## src/rtl/prog_div_pkg.sv

```systemverilog
// Shared defaults and helpers for the programmable clock divider.
// Holds default width, channel count, clock/output frequencies and the
// reset terminal-count computation used by prog_clock_divider.
package prog_div_pkg;

    localparam int unsigned DEF_N        = 26;
    localparam int unsigned DEF_NCH      = 4;
    localparam int unsigned DEF_CLK_FREQ = 100_000_000;
    localparam int unsigned DEF_OUT_FREQ = 1;

    // Terminal count giving out_freq from clk_freq: half-period = tc+1 cycles.
    function automatic int unsigned calc_def_tc(input int unsigned clk_freq,
                                                input int unsigned out_freq);
        return (clk_freq / (32'd2 * out_freq)) - 32'd1;
    endfunction

    // Channel-select width; a single channel still gets a 1-bit select.
    function automatic int unsigned ch_width(input int unsigned nch);
        return (nch > 32'd1) ? 32'($clog2(nch)) : 32'd1;
    endfunction

endpackage

```

## src/rtl/div_channel.sv

```systemverilog
// One divider channel: counter, active/shadow terminal count, toggle and tick.
// Ports:
//   CP, CLR       clock, asynchronous active-high reset
//   en            run enable (0 = IDLE, 1 = RUN)
//   wr, wr_tc     terminal-count write strobe and value for this channel
//   clk_out       divided square wave, half-period = tc+1 cycles
//   tick          one-cycle pulse in the cycle clk_out becomes 1
//   pend          a written terminal count is waiting for the next wrap
module div_channel #(
    parameter int unsigned   N      = 26,
    parameter logic [N-1:0]  DEF_TC = '0
) (
    input  logic         CP,
    input  logic         CLR,
    input  logic         en,
    input  logic         wr,
    input  logic [N-1:0] wr_tc,
    output logic         clk_out,
    output logic         tick,
    output logic         pend
);

    logic [N-1:0] cnt_q;
    logic [N-1:0] tc_q;
    logic [N-1:0] shadow_q;
    logic         pend_q;
    logic         clk_q;
    logic         tick_q;

    logic         wrap_c;
    logic [N-1:0] tc_apply_c;

    // >= keeps the counter safe even if tc ever dropped below cnt.
    assign wrap_c = (cnt_q >= tc_q);

    // Value taken by the active TC at a wrap or while idle: a same-cycle
    // write bypasses the shadow, otherwise a pending shadow is applied.
    always_comb begin
        tc_apply_c = tc_q;
        if (wr) begin
            tc_apply_c = wr_tc;
        end else if (pend_q) begin
            tc_apply_c = shadow_q;
        end
    end

    // Channel state: IDLE clears the counter, RUN counts and toggles on wrap.
    always_ff @(posedge CP or posedge CLR) begin
        if (CLR) begin
            cnt_q    <= '0;
            tc_q     <= DEF_TC;
            shadow_q <= DEF_TC;
            pend_q   <= 1'b0;
            clk_q    <= 1'b0;
            tick_q   <= 1'b0;
        end else if (!en) begin
            cnt_q  <= '0;
            clk_q  <= 1'b0;
            tick_q <= 1'b0;
            pend_q <= 1'b0;
            tc_q   <= tc_apply_c;
            if (wr) begin
                shadow_q <= wr_tc;
            end
        end else if (wrap_c) begin
            cnt_q  <= '0;
            clk_q  <= ~clk_q;
            tick_q <= ~clk_q;
            pend_q <= 1'b0;
            tc_q   <= tc_apply_c;
            if (wr) begin
                shadow_q <= wr_tc;
            end
        end else begin
            cnt_q  <= cnt_q + N'(1);
            tick_q <= 1'b0;
            if (wr) begin
                shadow_q <= wr_tc;
                pend_q   <= 1'b1;
            end
        end
    end

    assign clk_out = clk_q;
    assign tick    = tick_q;
    assign pend    = pend_q;

endmodule

```

## src/rtl/prog_clock_divider.sv

```systemverilog
// Multi-channel programmable clock divider.
// Ports:
//   CP, CLR          clock, asynchronous active-high reset
//   wr_en            terminal-count write strobe
//   wr_ch            target channel (values >= NCH are ignored)
//   wr_tc            new terminal count
//   en[NCH]          per-channel run enable
//   clk_out[NCH]     divided square waves
//   tick[NCH]        pulse coincident with each clk_out rising edge
//   pend[NCH]        written terminal count awaiting application
module prog_clock_divider
    import prog_div_pkg::*;
#(
    parameter int unsigned N        = DEF_N,
    parameter int unsigned NCH      = DEF_NCH,
    parameter int unsigned CLK_FREQ = DEF_CLK_FREQ,
    parameter int unsigned OUT_FREQ = DEF_OUT_FREQ
) (
    input  logic                       CP,
    input  logic                       CLR,
    input  logic                       wr_en,
    input  logic [ch_width(NCH)-1:0]   wr_ch,
    input  logic [N-1:0]               wr_tc,
    input  logic [NCH-1:0]             en,
    output logic [NCH-1:0]             clk_out,
    output logic [NCH-1:0]             tick,
    output logic [NCH-1:0]             pend
);

    localparam int unsigned CHW    = ch_width(NCH);
    localparam int unsigned DEF_TC = calc_def_tc(CLK_FREQ, OUT_FREQ);

    logic [NCH-1:0] wr_stb;

    // Per-channel write decode and channel instances.
    for (genvar i = 0; i < NCH; i++) begin : gen_ch
        assign wr_stb[i] = wr_en && (wr_ch == CHW'(i));

        div_channel #(
            .N      (N),
            .DEF_TC (N'(DEF_TC))
        ) u_ch (
            .CP      (CP),
            .CLR     (CLR),
            .en      (en[i]),
            .wr      (wr_stb[i]),
            .wr_tc   (wr_tc),
            .clk_out (clk_out[i]),
            .tick    (tick[i]),
            .pend    (pend[i])
        );
    end

endmodule

```

## config.mk

```make
export PLATFORM = sky130hd
export DESIGN_NAME = prog_clock_divider
export DESIGN_NICKNAME = d
export VERILOG_FILES = /design/src/rtl/prog_div_pkg.sv /design/src/rtl/div_channel.sv /design/src/rtl/prog_clock_divider.sv
export SDC_FILE = /design/constraint.sdc
export NUM_CORES = 1
export LEC_CHECK = 0
export CAP_MARGIN = 25
export CORE_MARGIN = 5
export CORE_UTILIZATION = 35
export CTS_CLUSTER_SIZE = 8
export DETAILED_ROUTE_END_ITERATION = 16
export PLACE_DENSITY = 0.51
export REMOVE_ABC_BUFFERS = 1
export SYNTH_ARGS = -nofsm -noshare
export SYNTH_HDL_FRONTEND = slang
export SYNTH_SLANG_ARGS = --single-unit
```

## constraint.sdc

```tcl
create_clock -name CP -period 11.6 [get_ports CP]
set_input_delay 2.32 -clock CP [delete_from_list [all_inputs] [get_ports CP]]
set_output_delay 2.32 -clock CP [all_outputs]
set_load 0.03 [all_outputs]
```

; ---- After elaboration in Yosys (flattened, before gate mapping)
; Cells that the tools add are included.
[totals]
regBits = 324
inputBits = 35
output_inout_bits = 12
elab_cells = 104
[op_classes]
addsub = 4
n_lt_le_gt_ge = 4
eq_ne = 11
mux = 52
bitwise = 4
n_reduce_logical = 5
[op_table]
columns = operator, n
row1 = two-way mux 26 bit, 24
row2 = "adder 26 x 1 -> 26 bit, second input constant", 4
row3 = >= comparator 26 bit, 4
row4 = two-way mux 1 bit, 28
row5 = "!= test 3 x 1 -> 1 bit, second input constant", 4
row6 = "!= test 2 x 1 -> 1 bit, second input constant", 4
row7 = "== test 2 bit, second input constant", 2
row8 = logical AND 1 bit, 4
row9 = inverter 1 bit, 4
row10 = "== test 2 x 1 -> 1 bit, second input constant", 1
row11 = zero test 2 bit, 1

; ---- Longest topological paths before layout
[logic_depth]
depth_word = 5
ltp_mapped = 10

; ---- Cells and area by module
; Synthesis repeated with hierarchy kept, for this count alone.
[hier_totals]
hier_cells = 1342
hier_area_um2 = 16370.7
[modules_own_cells]
columns = mod, instances, cells_per_inst, area_per_inst_um2, seq_area_each_um2
row1 = div_channel at gen_ch[0].u_ch ..., 3, 333, 4077.7, 2072.0
row2 = div_channel at gen_ch[1].u_ch, 1, 339, 4100.2, 2072.0
row3 = prog_clock_divider, 1, 4, 37.5, 0.0

; ---- Worst setup path after synthesis
; No wires, ideal clock.
[synth_path]
path_type = input-to-reg
from = input wr_ch[0]
to = register gen_ch[0].u_ch.tc_q[10]
arrival_time_ps = 3752
t_required_ps = 11475
path_slack_ps = 7723
path_stages = 4
n_path_buf = 1
cell_sequence = nor3b_2 clkbuf_1 mux2_2 mux2_4
[synth_between]
elab_chain_len = 5
[synth_lines]
columns = item, line
row1 = from (decl), prog_clock_divider.sv:22  ; input logic [ch_width(NCH)-1:0] wr_ch,
row2 = zero test 2 bit *, prog_clock_divider.sv:37  ; assign wr_stb[i] = wr_en && (wr_ch == CHW'(i));
row3 = logical AND 1 bit *, prog_clock_divider.sv:37
row4 = two-way mux 26 bit *, div_channel.sv:40  ; if (wr) begin
row5 = via gen_ch[0].u_ch.tc_apply_c[10], div_channel.sv:31  ; logic [N-1:0] tc_apply_c;
row6 = two-way mux 26 bit, div_channel.sv:65  ; end else if (wrap_c) begin
row7 = two-way mux 26 bit *, div_channel.sv:56  ; end else if (!en) begin
row8 = to (signal assigned), div_channel.sv:61  ; tc_q <= tc_apply_c;
row9 = to (signal assigned), div_channel.sv:70  ; tc_q <= tc_apply_c;
row10 = to (decl), div_channel.sv:24  ; logic [N-1:0] tc_q;
; Mark *: on every way through the listed nets, which the timed path passes. The rest lies on a longest branch. The select of a mux whose other input is x is not followed.
; A chain may end at the register's enable or synchronous reset.

; ---- Worst setup path in the final report
[layout_path]
from = input wr_ch[0]
to = register gen_ch[2].u_ch.tc_q[24]
[layout_between]
elab_chain_len = 5
[layout_lines]
columns = item, line
row1 = == test 2 bit *, prog_clock_divider.sv:37
row2 = logical AND 1 bit *, prog_clock_divider.sv:37
row3 = two-way mux 26 bit *, div_channel.sv:40
row4 = two-way mux 26 bit, div_channel.sv:65
row5 = two-way mux 26 bit *, div_channel.sv:56
row6 = to (signal assigned), div_channel.sv:61
row7 = to (signal assigned), div_channel.sv:70
row8 = to (decl), div_channel.sv:24
; Mark *: on every way between the ends. The rest lies on a longest branch, timed or not. The select of a mux whose other input is x is not followed.

==> results.cfg <==
[status]
status = completed

[logic_synthesis]
syn_area_mm2 = 0.0160
ys_top_cells_by_area = dfrtp_1, dfstp_2, mux2_2
yosys.area.top_type = dfrtp_1
synth_cell_types = 60
synthCells = 1342
synth_async_sr_flop_share_pct = 100
yosysTopAreaCellShare_pct = 28.2
seq_area_frac_synth_pct = 51.9
synth_edf_count = 0
synth_seq_cells = 324
avgSynthCellArea_um2 = 11.9
yosysWarnings = 0
synth_flop_cell = dfrtp_1

[sta]
setup_viol = 0
relSlewSlack_pct = 37.6
finalHoldViolations = 0
max_freq_mhz = 237
rsz0062_at_grt = no
fin_setup_tns_ns = 0
period_needed_ns = 4.22
finalCritPeriodShare_pct = 36.4
report.final.slew_viol_count = 0
hold_ws_ns = 0.488
tightest_slew_ns = 0.936
clock_skew_ns = 0.0154

[flow_run]
maxCapViolCount = 0

[final_layout]
final_cell_count_no_fill = 2046
n_fill_cell = 4349
utilization_pct = 40.7
n_antenna_cell = 0
drive_gt1_share_pct = 29.4
nets = 1552
regArea_mm2 = 0.00829
area_delta_synth_final_pct = 15.4
multi_input_area_mm2 = 0.00701

[global_route]
use_met3_pct = 2.42
grt_use_total_pct = 14.2
grt-ovfl-total = 0
grt_max_degree = 128
use_met1_pct = 20.5
antenna_found_initial = 3
grt_pass1_vias = 10000
grt_pass1_wl_mm = 56.9
busiest_layer = met2
grtUsageMet2_pct = 21.8

[power_and_ir_drop]
finalPower_w = 0.00342
ir_worst_vdd_uv = 105
p_leak_nw = 8.28
power.density_mw_per_mm2 = 185

[floorplanning]
initial_core_util_pct = 35.3
die_area_mm2 = 0.0500
die_w_um = 224
fp.coreArea_mm2 = 0.0453
io_pins = 47
chipHeight_um = 224
row_count = 78

[placement]
finalWeightedCongestion = 0.760
io_buffer_count = 46
dp_hpwl_mm = 23.5
dp.cells = 1959

[clocking]
numCtsBuffers = 46
holdBufCountCts = 0
clock-sinks = 324
cts_htree_levels = 2
clk_path_buf_depth = 3
cts_tree = built
cts-resized-gates = 0
clk_latency_ns = 0.56
root_buffer = clkbuf_16
clk_pin_slew_ns = 0.05
cts_setup_buffers = 0

[setup_path]
worstPathArrival_ns = 4.66
critPathLaunchType = input port
max_stage_delay_ns = 0.73
cp_max_fo = 27
worstSetupEndpointType = register
cp_top_family = buffers and inverters
cp_num_buf_inv = 2
crit_required_ns = 12.04
crit_path_cell_trace = clkdlybuf4s50_1 > nand3b_1 > buf_4 > nor2b_1 > a31oi_4 > mux2_2
timing_worst_setup_path_type = input port to register
slowest_stage = a31oi_4

[drt]
first_pass_iters = 4
num_vias = 9578
avgViaCountPerCell = 4.68
routedWlPerCell_um = 16.9
wirelength_mm = 34.6
drc_errors = 0
drt.antenna.violating_nets = 0
first_iter_violations = 533

[hold_path]
hp-class = register to register
-- layer usage --
metal,vias to the layer above,wire [µm]
met5,-,22
met4,4,1070
met3,52,903
met2,103,15400
met1,4656,17200
li1,4763,-
-- cell families (layout without fill, tap and decap cells) --
kind of cell,Yosys count,after routing,share of synthesized area [%]
multiplexers,209,209,15.2
flip-flops,324,324,51.9
XOR/XNOR,95,95,5.21
AND/OR/NAND/NOR,359,359,11.0
buffers and inverters,155,259,4.31
AO/OA/AOI/OAI,92,92,3.95
adder cells (fa/ha/maj),108,108,8.45
-- stage by stage --
step	setup slack [ns]	instance area, µm²
6_report	7.38	18400
3_5_place_dp	6.79	17000
2_1_floorplan	0.549	15700
5_1_grt	7.24	18400
4_1_cts	7.41	18400
3_3_place_gp	6.82	17000
-- final cells by class --
| cell class | count | area share, % |
|---|---|---|
| clock buffer | 85 | 7.44 |
| inverter | 116 | 2.40 |
| multi-input combinational | 863 | 38.0 |
| sequential | 324 | 44.9 |
| tap | 600 | 4.07 |
| timing repair buffer | 58 | 3.13 |
-- final timing paths --
kind                                                         from                                      to  slack, ns  cells past startpoint
max in group asynchronous                                     CLR      gen_ch[3].u_ch.cnt_q[10]$_DFF_PP0_       7.73                      3
setup / recovery                                         wr_ch[0]     gen_ch[2].u_ch.tc_q[24]$_DFFE_PP0P_       7.38                      6
min in group asynchronous                                     CLR       gen_ch[0].u_ch.cnt_q[2]$_DFF_PP0_       2.33                      2
hold / removal             gen_ch[3].u_ch.shadow_q[9]$_DFFE_PP0P_  gen_ch[3].u_ch.shadow_q[9]$_DFFE_PP0P_       0.49                      1
setup reg to reg              gen_ch[3].u_ch.tc_q[25]$_DFFE_PP1P_     gen_ch[3].u_ch.tc_q[24]$_DFFE_PP0P_       8.43                      8
hold reg to reg            gen_ch[3].u_ch.shadow_q[9]$_DFFE_PP0P_  gen_ch[3].u_ch.shadow_q[9]$_DFFE_PP0P_       0.49                      1
-- sequential cells by signal, summed over array words and instances (netlist names) --
| name | count |
|---|---|
| gen_ch.u_ch.clk_out | 4 |
| gen_ch.u_ch.cnt_q | 104 |
| gen_ch.u_ch.pend | 4 |
| gen_ch.u_ch.shadow_q | 104 |
| gen_ch.u_ch.tc_q | 104 |
| gen_ch.u_ch.tick | 4 |
-- power by group --
group	switching (W)	internal, W
clock	0.000488	0.000786
combinational	0.000288	0.000296
sequential	0.000106	0.00145
total	0.000883	0.00253
-- Yosys cell counts, types with 7 or more instances --
cell      instances
nor3_1           17
and4_1           12
o21ai_0          17
nand2_1          62
nor2_1          129
and3_1           27
dfstp_2         144
mux2_2          183
a21oi_1          37
ha_1            108
inv_1           116
xnor2_1          29
nand3_1          47
nand2b_1          7
xor2_1           66
a21o_1           10
mux2_4           20
dfrtp_1         180
clkbuf_1         17
buf_4            14
nand4_1          31
-- worst register-to-register path, stage by stage (launching register included) --
cell and delay, ns:
dfstp_2 0.52, inv_1 0.05, ha_1 0.31, nand4_1 0.21
nor4_2 0.42, o211a_1 0.22, a21boi_2 0.11, a31oi_4 0.79
mux2_2 0.44
-- cells in the final DEF (no fill, tap or decap), types with 3 or more instances in the layout --
cell             instances
buf_4                   10
nand2b_1                 7
dfrtp_1                180
ha_1                   108
a21o_1                  10
clkbuf_16               49
clkbuf_1                35
nand3_1                 47
or3_1                    3
nor2b_1                  5
dfstp_2                144
clkdlybuf4s50_1         46
a211oi_1                 6
xor2_1                  66
o21ai_0                 17
nand2_1                 62
xnor2_1                 29
nand4_1                 31
mux2_2                 183
and4_1                  12
mux2_4                  20
nor3_1                  17
nand3b_1                 3
inv_1                  115
nor2_1                 129
a21oi_1                 37
mux2_1                   5
and3_1                  27
nor3b_1                  4
(Power assumes the default switching activity.)
